--- src/rtl/int_arbiter_pkg.sv ---
// Shared types and constants for the priority interrupt arbiter.
// Holds the FSM state encoding, the default vector layout and the vector address helper.
package int_arbiter_pkg;

    typedef enum logic {
        ARB_IDLE = 1'b0,
        ARB_REQ  = 1'b1
    } arb_state_t;

    localparam logic [31:0] VEC_BASE_DEF   = 32'h0000_0100;
    localparam logic [31:0] VEC_STRIDE_DEF = 32'h0000_0010;

    // Handler word address; wraps modulo 2^32 by construction.
    function automatic logic [31:0] vec_addr(input logic [31:0] base,
                                             input logic [31:0] stride,
                                             input logic [31:0] num);
        return base + stride * num;
    endfunction

endpackage

--- src/rtl/int_arbiter_prio_enc.sv ---
// Lowest-index-set-bit encoder; index 0 has the highest priority.
// The valid output is low when no request bit is set, in which case idx is 0.
module prio_enc #(
    parameter int N = 8
) (
    input  logic [N-1:0]         req,
    output logic                 valid,
    output logic [$clog2(N)-1:0] idx
);

    localparam int IDX_W = $clog2(N);

    always_comb begin
        valid = |req;
        idx   = '0;
        // Scanning downward lets the lowest set index overwrite the others.
        for (int i = N - 1; i >= 0; i--) begin
            if (req[i]) begin
                idx = IDX_W'(i);
            end
        end
    end

endmodule

--- src/rtl/int_arbiter.sv ---
// Priority interrupt arbiter: edge-latched pending lines, per-line and global enables,
// nesting by priority, and a single req/ack handshake towards cp0 with the handler vector.
module int_arbiter
    import int_arbiter_pkg::*;
#(
    parameter int          N_IRQ      = 8,
    parameter logic [31:0] VEC_BASE   = VEC_BASE_DEF,
    parameter logic [31:0] VEC_STRIDE = VEC_STRIDE_DEF
) (
    input  logic                     clk,
    input  logic                     clr,
    input  logic [N_IRQ-1:0]         hardware_interrupt,
    input  logic [N_IRQ-1:0]         mask,
    input  logic                     global_en,
    input  logic                     irq_ack,
    input  logic                     eret,
    output logic                     irq_req,
    output logic [$clog2(N_IRQ)-1:0] irq_num,
    output logic [31:0]              irq_vector,
    output logic [N_IRQ-1:0]         pending,
    output logic [N_IRQ-1:0]         in_service
);

    localparam int NUM_W = $clog2(N_IRQ);
    localparam logic [N_IRQ-1:0] ONE_HOT0 = N_IRQ'(1);

    arb_state_t         state;
    arb_state_t         state_nxt;
    logic [N_IRQ-1:0]   prev;
    logic [N_IRQ-1:0]   rise;
    logic [N_IRQ-1:0]   eligible;
    logic [N_IRQ-1:0]   ack_bit;
    logic [N_IRQ-1:0]   eret_bit;
    logic               cand_vld;
    logic [NUM_W-1:0]   cand_idx;
    logic               cur_vld;
    logic [NUM_W-1:0]   cur_idx;
    logic               cand_ok;
    logic               load_req;
    logic               take_ack;

    assign rise     = hardware_interrupt & ~prev;
    assign eligible = global_en ? (pending & mask) : '0;

    prio_enc #(.N(N_IRQ)) u_cand_enc (
        .req   (eligible),
        .valid (cand_vld),
        .idx   (cand_idx)
    );

    prio_enc #(.N(N_IRQ)) u_cur_enc (
        .req   (in_service),
        .valid (cur_vld),
        .idx   (cur_idx)
    );

    // Nesting only admits a strictly more urgent line than the innermost handler.
    assign cand_ok = cand_vld && (!cur_vld || (cand_idx < cur_idx));

    always_ff @(posedge clk) begin
        if (clr) begin
            state <= ARB_IDLE;
        end else begin
            state <= state_nxt;
        end
    end

    always_comb begin
        state_nxt = state;
        case (state)
            ARB_IDLE: if (cand_ok) state_nxt = ARB_REQ;
            ARB_REQ:  if (irq_ack) state_nxt = ARB_IDLE;
            default:  state_nxt = ARB_IDLE;
        endcase
    end

    always_comb begin
        irq_req  = 1'b0;
        load_req = 1'b0;
        take_ack = 1'b0;
        case (state)
            ARB_IDLE: load_req = cand_ok;
            ARB_REQ: begin
                irq_req  = 1'b1;
                take_ack = irq_ack;
            end
            default: ;
        endcase
    end

    assign ack_bit  = take_ack ? (ONE_HOT0 << irq_num) : '0;
    assign eret_bit = (eret && cur_vld) ? (ONE_HOT0 << cur_idx) : '0;

    // A fresh edge wins over the ack clear, and eret acts on the old in-service set.
    always_ff @(posedge clk) begin
        if (clr) begin
            prev       <= '0;
            pending    <= '0;
            in_service <= '0;
            irq_num    <= '0;
            irq_vector <= VEC_BASE;
        end else begin
            prev       <= hardware_interrupt;
            pending    <= (pending & ~ack_bit) | rise;
            in_service <= (in_service & ~eret_bit) | ack_bit;
            if (load_req) begin
                irq_num    <= cand_idx;
                irq_vector <= vec_addr(VEC_BASE, VEC_STRIDE, 32'(cand_idx));
            end
        end
    end

endmodule

--- config.mk ---
export PLATFORM = sky130hd
export DESIGN_NAME = int_arbiter
export DESIGN_NICKNAME = d
export VERILOG_FILES = /design/src/rtl/int_arbiter_pkg.sv /design/src/rtl/int_arbiter_prio_enc.sv /design/src/rtl/int_arbiter.sv
export SDC_FILE = /design/constraint.sdc
export NUM_CORES = 1
export LEC_CHECK = 0
export ABC_AREA = 1
export CAP_MARGIN = 20
export CELL_PAD_IN_SITES_DETAIL_PLACEMENT = 1
export CELL_PAD_IN_SITES_GLOBAL_PLACEMENT = 1
export CORE_UTILIZATION = 25
export CTS_CLUSTER_SIZE = 25
export DETAILED_ROUTE_END_ITERATION = 7
export PLACE_DENSITY = 0.86
export SLEW_MARGIN = 20
export SYNTH_ARGS = -nofsm -noshare
export SYNTH_HDL_FRONTEND = slang
export SYNTH_HIERARCHICAL = 1
export SYNTH_SLANG_ARGS = --single-unit
--- constraint.sdc ---
create_clock -name clk -period 2 [get_ports clk]
set_input_delay 0.5 -clock clk [delete_from_list [all_inputs] [get_ports clk]]
set_output_delay 0.5 -clock clk [all_outputs]
set_load 0.02 [all_outputs]
* Yosys cells after proc, flatten, opt, wreduce, memory -nomap -nowiden *
Cells that the tools add are included.

word-level totals
  register bits after elaboration = 60
  output and inout port bits = 52
  word-level logic and storage cells = 51

cells by class
  $add $sub $neg = 1
  $lt $le $gt $ge = 1
  shift-type cells = 2
  mux-type cells = 25
  bitwise gates (word level) = 10
  reduce and logical (&&, ||, !) cells = 6

operators with widths
  cell                  number
  $mux 3                16
  $and 8x8->8           4
  $mux 8                3
  $not 8->8             3
  $or 8x8->8            2
  $reduce_or 8->1       2
  $shl 1x3->8 const A   2
  $add 9x7->10 const A  1
  $mux 1                5
  $lt 3x3->1            1
  $logic_and 1x1->1     2
  $pmux 1 s2            1
  $logic_not 1->1       1
  $logic_or 1x1->1      1
  $not 1->1             1

* Longest topological paths before layout *
  depth in word-level cells = 15
  gate-level depth with buffers = 17
  depth with buffers taken out = 17

* Modules after synthesis *
The synthesis kept the hierarchy.

by module, submodules not included
  module       instances  cells an instance  area each (um^2)  seq. area each (um^2)
  int_arbiter  1          199                1,411.4           560.5
  prio_enc     2          22                 98.8              0.0

* Least setup slack after synthesis *
OpenSTA, ideal clock, no wires.

  path type = input to register
  start point = in global_en
  end point = reg irq_vector[6]
  library setup time = 0.116 ns
  arrival time = 1.908 ns
  required time = 1.884 ns
  path slack = -0.024 ns
  stages on the path = 14
  buffers on the path = 0
  cell sequence = inv_1 -> nor2_1 -> or2_1 -> nor3_2 -> nor2_1 -> ha_1 -> nand2_1 -> clkinv_1 -> nand2_1 -> nand2_1 -> nand2_2 -> nand3_1 -> nand2_1 -> nor2_1

on the way
  elaborated cells between the ends (all ways) = 15
  those cells by class = 1 x add/sub; 1 x order compare; 10 x mux; 3 x reduce/logical

RTL lines
  item                                                  line                        text
  start: declaration                                    int_arbiter.sv:14           input logic global_en,
  $mux 8 *                                              int_arbiter.sv:43           assign eligible = global_en ? (pending & mask) : '0;
  via eligible[6]                                       int_arbiter.sv:31           logic [N_IRQ-1:0] eligible;
  $mux 3 * (7 in a row)                                 int_arbiter_prio_enc.sv:18  if (req[i]) begin
  via cand_idx[2]                                       int_arbiter.sv:35           logic [NUM_W-1:0] cand_idx;
  branches (longest 4 deep; another with $add 9x7->10)  n/a
  end signal: assignment                                int_arbiter.sv:108          irq_vector <= vec_addr(VEC_BASE, VEC_STRIDE, 32'(cand_idx));
  end: declaration                                      int_arbiter.sv:19           output logic [31:0] irq_vector,

Mark *: on every way through the listed nets, which the timed path passes.
A chain may end at the register's enable or synchronous reset.

* Worst setup path in the final report *
  start point = in global_en
  end point = reg irq_vector[4]

on the way
  word-level cells in the longest chain between the ends = 13
  elaborated cells between the ends (all ways) = 15
  those cells by class = 1 x add/sub; 1 x order compare; 10 x mux; 3 x reduce/logical

RTL lines
  item                 line                        text
  $mux 8               int_arbiter.sv:43
  via eligible[7]      int_arbiter.sv:31
  $mux 3 (8 in a row)  int_arbiter_prio_enc.sv:18
  via cand_idx[1]      int_arbiter.sv:35
  $lt 3x3->1           int_arbiter.sv:58           assign cand_ok = cand_vld && (!cur_vld || (cand_idx < cur_idx));
  $logic_or 1x1->1     int_arbiter.sv:58
  $logic_and 1x1->1    int_arbiter.sv:58
  $mux 1               int_arbiter.sv:81           case (state)

The timed path passes the listed nets, and every way through them passes these cells.

==> results.sh <==
export IMPL_status="complete, but fails checks"
export IMPL_violations="setup timing"
export IMPL_clock_sinks=28
export IMPL_ios=73
export IMPL_path_depth=16
export IMPL_cpPeakStageDelay_ns=0.24
export IMPL_cts_made_buffers=3
export IMPL_final_max_slew_viol_count=0
export IMPL_finalSetupViolations=4
export IMPL_synthAdderAreaFrac=0.0156
export IMPL_synth_xor_area_frac=0
export IMPL_syn_avg_cell_area_um2=6.62
export IMPL_rsz0062_at_grt="yes"
export IMPL_path_delay_family="simple AND/OR/NAND/NOR gates"
export IMPL_r2r_cells=13
export IMPL_maxCapViolations=0
export IMPL_cp_buffers_inverters=4
export IMPL_dr_total_vias=1650
export IMPL_leakagePower_uw=0.00104
export IMPL_synth_cells=243
export IMPL_critPathRequiredTime_ns=2.18
export IMPL_grt_pass1_wl_mm=7.72
export IMPL_die_x_um=82.2
export IMPL_final_setup_worst_slack_ns=-0.0955
export IMPL_synth_cell_type_count=22
export IMPL_drc=0
export IMPL_fin_skew_ns=0.00537
export IMPL_r2r_end="irq_vector[4]$_SDFFE_PP0P_"
export IMPL_cts_htree_levels=1
export IMPL_power_density_mw_per_mm2=714
export IMPL_cts_hold_buf=0
export IMPL_final_antenna_net_count=0
export IMPL_cts_tree="done"
export IMPL_hold_class="flop to flop"
export IMPL_end_kind="flop"
export IMPL_ys_warn_count=6
export IMPL_crit_start="global_en"
export IMPL_avgRoutedWirePerCell_um=14.2
export IMPL_place_area_mm2=0.00200
export IMPL_synthesis_area_mm2=0.00161
export IMPL_path_cells="buf_6 -> clkinvlp_4 -> nor2_2 -> or2_4 -> buf_6 -> nand3_4 -> a31oi_4 -> ha_4 -> nand2_2 -> clkinv_2 -> nand2_2 -> nand2_2 -> nand2_4 -> nand3_2 -> nand2_2 -> nor2_2"
export IMPL_gp_congestion=0.785
export IMPL_fin_cells=378
export IMPL_synth_compound_area_frac=0.107
export IMPL_drtPass1Iterations=4
export IMPL_drt_total_wl_mm=5.37
export IMPL_layout_worst_path_cycle_share=1.05
export IMPL_r2r_setup_slack_ns=-0.06
export IMPL_grt_max_degree=27
export IMPL_diodes=0
export IMPL_hold_violations=0
export IMPL_path_max_fanout=7
export IMPL_drt_iter0_markers=33
export IMPL_cp_arrival_ns=2.28
export IMPL_max_freq_ghz=0.477
export IMPL_crit_end="irq_vector[4]$_SDFFE_PP0P_"
export IMPL_synth_seq_cells=28
export IMPL_layout_nets=327
export IMPL_grt_pass1_vias=1637
export IMPL_place_hpwl_mm=3.29
export IMPL_crit_type="primary input to flop"
export IMPL_drive_above_1_share=0.218
export IMPL_r2r_start="pending[6]$_SDFF_PP0_"
export IMPL_cp_slowest_cell="ha_4"
export IMPL_synthToLayoutAreaGrowth_pct=44.9
export IMPL_grt_overflow_total=0
export IMPL_row_count=28
export IMPL_core_area_mm2=0.00606
export IMPL_synth_mux_area_frac=0
export IMPL_via_per_inst=4.37
export IMPL_clk_path_buf_depth=2
export IMPL_antenna_found_initial=0
export IMPL_ys_seq_area_frac=0.348
export IMPL_port_buffer_count=43
export IMPL_dieArea_mm2=0.00676
export IMPL_final_cell_area_mm2=0.00233
export IMPL_cp_common_cell="nand2_2"
export IMPL_cts_root_buf="clkbuf_8"
export IMPL_synth_top_family_by_area="simple AND/OR/NAND/NOR gates"
export IMPL_initial_utilization=0.265
export IMPL_dp_cells=356
export IMPL_dp_slack_ns=-0.700
export IMPL_die_h_um=82.2
export IMPL_synthSimpleGateAreaFrac=0.272
export IMPL_clkTransAtPathRegs_ns=0.10
export IMPL_insertion_delay_ns=0.28
export IMPL_grtUsageTotal=0.153
export IMPL_ir_drop_v=0.000318
export IMPL_startpoint_type="primary input"
export IMPL_period_needed_ns=2.10
## layout make-up
type	count	area [um^2]
fill	775	3730
multi-input combinational	167	867
timing repair buffer	64	579
sequential	28	564
inverter	40	155
tap	75	93.8
clock buffer	3	41.3
clock inverter	1	30.0
## what timing repair did
action                                  in CTS  in global routing
pin swaps                                   24                 11
gates cloned                                 0                  0
endpoints found under the setup margin       4                  5
resized for setup                           36                 17
setup buffers                               16                  2
hold endpoints to repair                     0                  0
## worst min-delay path, stage by stage (launching register included)
cell     delay [ns]
dfxtp_1        0.34
o21ai_1        0.08
a21oi_1        0.06
## where the power goes
group / internal [uW] / switching [uW] / total (uW)
Sequential: 599 / 48.1 / 648
Clock: 268 / 188 / 457
Combinational: 235 / 324 / 559
Total: 1100 / 561 / 1660
## layer usage
metal / vias to the layer above / global-route usage / share of wire
li1: 795 / - / -
met1: 771 / 0.167 / 0.39
met2: 68 / 0.288 / 0.53
met3: 16 / 0.0176 / 0.050
met4: 0 / 0.0772 / 0.034
met5: - / 0 / 0
## flip-flops by register name, indices dropped and copies added (netlist names)
signal,flops
pending,8
in_service,8
state,1
irq_vector,3
prev,8
## cells in the final DEF, fill, tap and decap left out, types with 2 or more instances in the layout
cell	count
nand2_1	43
clkdlybuf4s50_1	34
inv_1	33
nor2_1	32
conb_1	29
dfxtp_1	25
a21oi_1	21
buf_4	19
o21ai_1	8
nor2_2	6
dlygate4sd2_1	6
nor2_4	5
nand2_2	5
inv_2	4
nand3_2	3
clkbuf_8	3
buf_6	3
dfxtp_2	3
a21oi_2	2
ha_4	2
buf_2	2
nand4_1	2
nor3_2	2
## cell families after synthesis
family | after synthesis
AO/OA/AOI/OAI | 33
adder cells (fa/ha/maj) | 2
buffers and inverters | 75
flip-flops | 28
other | 2
AND/OR/NAND/NOR | 103
## synthesized netlist by cell type, drive strengths merged
library cell   n  share of area
nor3           2          0.012
nand3          5          0.016
buf           34           0.16
a21oi         23          0.074
clkinv         2         0.0047
dfxtp         28           0.35
conb           2         0.0047
clkbuf         1         0.0023
nand2         49           0.12
o21ai          8          0.025
or2            2         0.0078
inv           38          0.089
a31oi          2         0.0078
nand4          2         0.0078
nor2          43           0.11
ha             2          0.016
## metrics by stage
step	util	hold WS (ns)	power (uW)	TNS [ns]
floorplan	-	0.500	972	0
global placement	0.331	0.494	1080	-2.27
detailed placement	0.331	0.504	1090	-2.73
CTS	0.369	0.515	1600	0
global route	0.385	0.545	1740	-0.734
finish	0.385	0.521	1660	-0.231
## how the worst min path moves through the flow
| stage | start | to | slack [ns] | depth (start not counted) |
|---|---|---|---|---|
| after global routing | in_service[7]$_SDFF_PP0_ | in_service[7]$_SDFF_PP0_ | 0.54 | 2 |
| after detailed placement | in_service[2]$_SDFF_PP0_ | in_service[2]$_SDFF_PP0_ | 0.50 | 2 |
| final | in_service[7]$_SDFF_PP0_ | in_service[7]$_SDFF_PP0_ | 0.52 | 2 |
| after CTS | pending[7]$_SDFF_PP0_ | pending[7]$_SDFF_PP0_ | 0.52 | 2 |
| after global placement | in_service[1]$_SDFF_PP0_ | in_service[1]$_SDFF_PP0_ | 0.49 | 2 |
| after floorplan | prev[0]$_SDFF_PP0_ | pending[0]$_SDFF_PP0_ | 0.50 | 3 |
No activity file was read; power rests on OpenSTA's default activity.
==> patch, RTL diff (config.mk and constraints unchanged) <==
Put one more register stage on the output `irq_vector`, without a reset. The value now appears one clock later. The other outputs are not delayed to match.
--- a/src/rtl/int_arbiter.sv
+++ b/src/rtl/int_arbiter.sv
@@ -24,4 +24,6 @@
     localparam int NUM_W = $clog2(N_IRQ);
     localparam logic [N_IRQ-1:0] ONE_HOT0 = N_IRQ'(1);
+
+    logic [31:0] irq_vector_s0;
 
     arb_state_t         state;
@@ -99,5 +101,5 @@
             in_service <= '0;
             irq_num    <= '0;
-            irq_vector <= VEC_BASE;
+            irq_vector_s0 <= VEC_BASE;
         end else begin
             prev       <= hardware_interrupt;
@@ -106,9 +108,13 @@
             if (load_req) begin
                 irq_num    <= cand_idx;
-                irq_vector <= vec_addr(VEC_BASE, VEC_STRIDE, 32'(cand_idx));
+                irq_vector_s0 <= vec_addr(VEC_BASE, VEC_STRIDE, 32'(cand_idx));
             end
         end
     end
 
+    always_ff @(posedge clk) begin
+        irq_vector <= irq_vector_s0;
+    end
+
 endmodule
 
Function: changed (a bounded check fails within 4 cycles, from zero or initial values).
==> patch against the original RTL <==
  * Cell count up 2.9%
  * Sequential cell count up 3
  * Sequential share of layout area up 1.3 points
  * Synthesized area up 2.3%
  * Wire length down 8.8%
  * Global-route usage down 1.5 points
  * Design area up 5.3%
  * Setup slack better by 0.15 ns
  * Total power up 9.6%
  * Clock power up 21%
==> patch: results (changes against the original RTL) <==
stage,metric,value,unit,change
power_and_ir_drop,vdd_ir_drop_max,288,uV,-9.6%
grt,grt_max_degree,15,,-44%
cts,cts_buffer_depth,2,,unchanged
power_and_ir_drop,p_leak,1.10,nW,+5.0%
power_and_ir_drop,p_switching,0.000598,W,+6.6%
cts,numCtsBuffers,5,,+2
outcome,status,"complete, no violations",,
layout,final_net_count,334,,+2.1%
detailed_routing,routed_wl,4900,um,-8.8%
grt,use_met2,0.259,,-0.0291
cts,clk_latency,0.29,ns,
cts,post_cts_buffers,13,,-3
yosys,seq_area_frac_synth,0.377,,+0.0285
cts,cts_resized,37,,+2.8%
grt,grt_pass1_vias,1636,,-0.061%
cts,cts_root_buf,clkbuf_8,,
grt,met3_usage,0.0358,,+0.0182
critical_path,crit_fanout,5,,-2
power_and_ir_drop,p_seq,0.000707,W,+9.1%
yosys,yosys-top-cells-area,"dfxtp_1 38%, buf_4 14%, nand2_1 11%",,
placement,placed_area,2100,sq um,+5.0%
cts,cts_htree_levels,2,,+1
yosys,synth_top_cells_by_count,"47 x nand2_1, 40 x nor2_1, 37 x inv_1",,
placement,dp_hpwl,3520,um,+7.1%
detailed_routing,wl_met1,2020,um,-3.6%
power_and_ir_drop,internal_power,0.00122,W,+11%
detailed_routing,met3_length,174,um,-36%
placement,dp_slack,-0.749,ns,-0.0491 ns
placement,gp_congestion,0.762,,-2.9%
power_and_ir_drop,p_clk,0.000551,W,+21%
yosys,yosys_warnings,6,,unchanged
layout,top_regs,"in_service: 8 flops, pending: 8 flops, prev: 8 flops",,
grt,grt.total_usage,0.138,,-0.0152
yosys,ys.flop_type,dfxtp_1,,
grt,antenna_found_initial,0,,unchanged
yosys,synth_cell_types,22,,unchanged
grt,grt_pass1_wl,7460,um,-3.4%
critical_path,worstPathArrival,2.13,ns,-0.15 ns
layout,drive_gt1_frac,0.253,,+0.0354
cts,clkTransAtPathRegs,0.06,ns,-0.04 ns
detailed_routing,firstDrtPassIters,4,,unchanged
detailed_routing,vias_per_cell,4.14,,-5.1%
grt,met1_usage,0.144,,-0.0232
timing,worst_clock_skew,0.00508,ns,-0.000291 ns
detailed_routing,first_iter_violations,56,,+70%
min_path,holdCritPathClass,flip-flop to flip-flop,,
detailed_routing,wl_met2,2650,um,-6.1%
detailed_routing,top_layer_used,met4,,
[patch: cell types whose count changed in the layout (fill, tap and decap cells not counted), moves of 2 or more]
cell and change:
nand2_1 -2, nand3_2 +2, inv_1 -3, buf_4 +3, nor2_2 -2, clkbuf_8 +4
nand2_2 +2, inv_2 +3, dfxtp_1 +2
[patch: worst paths after layout]
path                                                    start                       endpoint  slack (ns)  cells after the start
worst max-delay path                                global_en  irq_vector_s0[6]$_SDFFE_PP0P_        0.06                     15
worst min-delay path            irq_vector_s0[5]$_SDFFE_PP0P_          irq_vector[5]$_DFF_P_        0.46                      0
worst max register to register          pending[7]$_SDFF_PP0_  irq_vector_s0[6]$_SDFFE_PP0P_        0.07                     14
worst min register to register  irq_vector_s0[5]$_SDFFE_PP0P_          irq_vector[5]$_DFF_P_        0.46                      0
[patch: cell families (layout without fill, tap and decap cells)]
logic type,Yosys count,count (layout),synth area share
simple gates,103,103,0.266
buf+inv,72,114,0.233
compound gates,33,33,0.104
flops,31,31,0.377
fa+ha+maj,2,2,0.0152
other cells,2,29,0.00456
[patch: area by class of cell]
type	count	area [sq um]
well taps	77	96.3
flip-flops and latches	31	626
repair buffers	66	591
clock buffers	8	100
inverters	40	155
fillers	804	3890
multi-input cells	167	887
[patch: metrics by stage]
stage | utilization | instances
2_1_floorplan | - | 270
3_3_place_gp | 0.331 | 366
3_5_place_dp | 0.331 | 366
4_1_cts | 0.370 | 387
5_1_grt | 0.387 | 389
6_report | 0.387 | 389
[patch: worst max-delay path: stages]
cell	delay, ns
buf_6	0.09
clkinvlp_4	0.10
nor2_2	0.05
or2_4	0.26
nor3_4	0.20
nor2_4	0.07
buf_4	0.13
buf_4	0.11
buf_4	0.12
buf_4	0.12
buf_4	0.12
inv_1	0.07
nand3_2	0.08
nand2_2	0.06
nor2_1	0.03
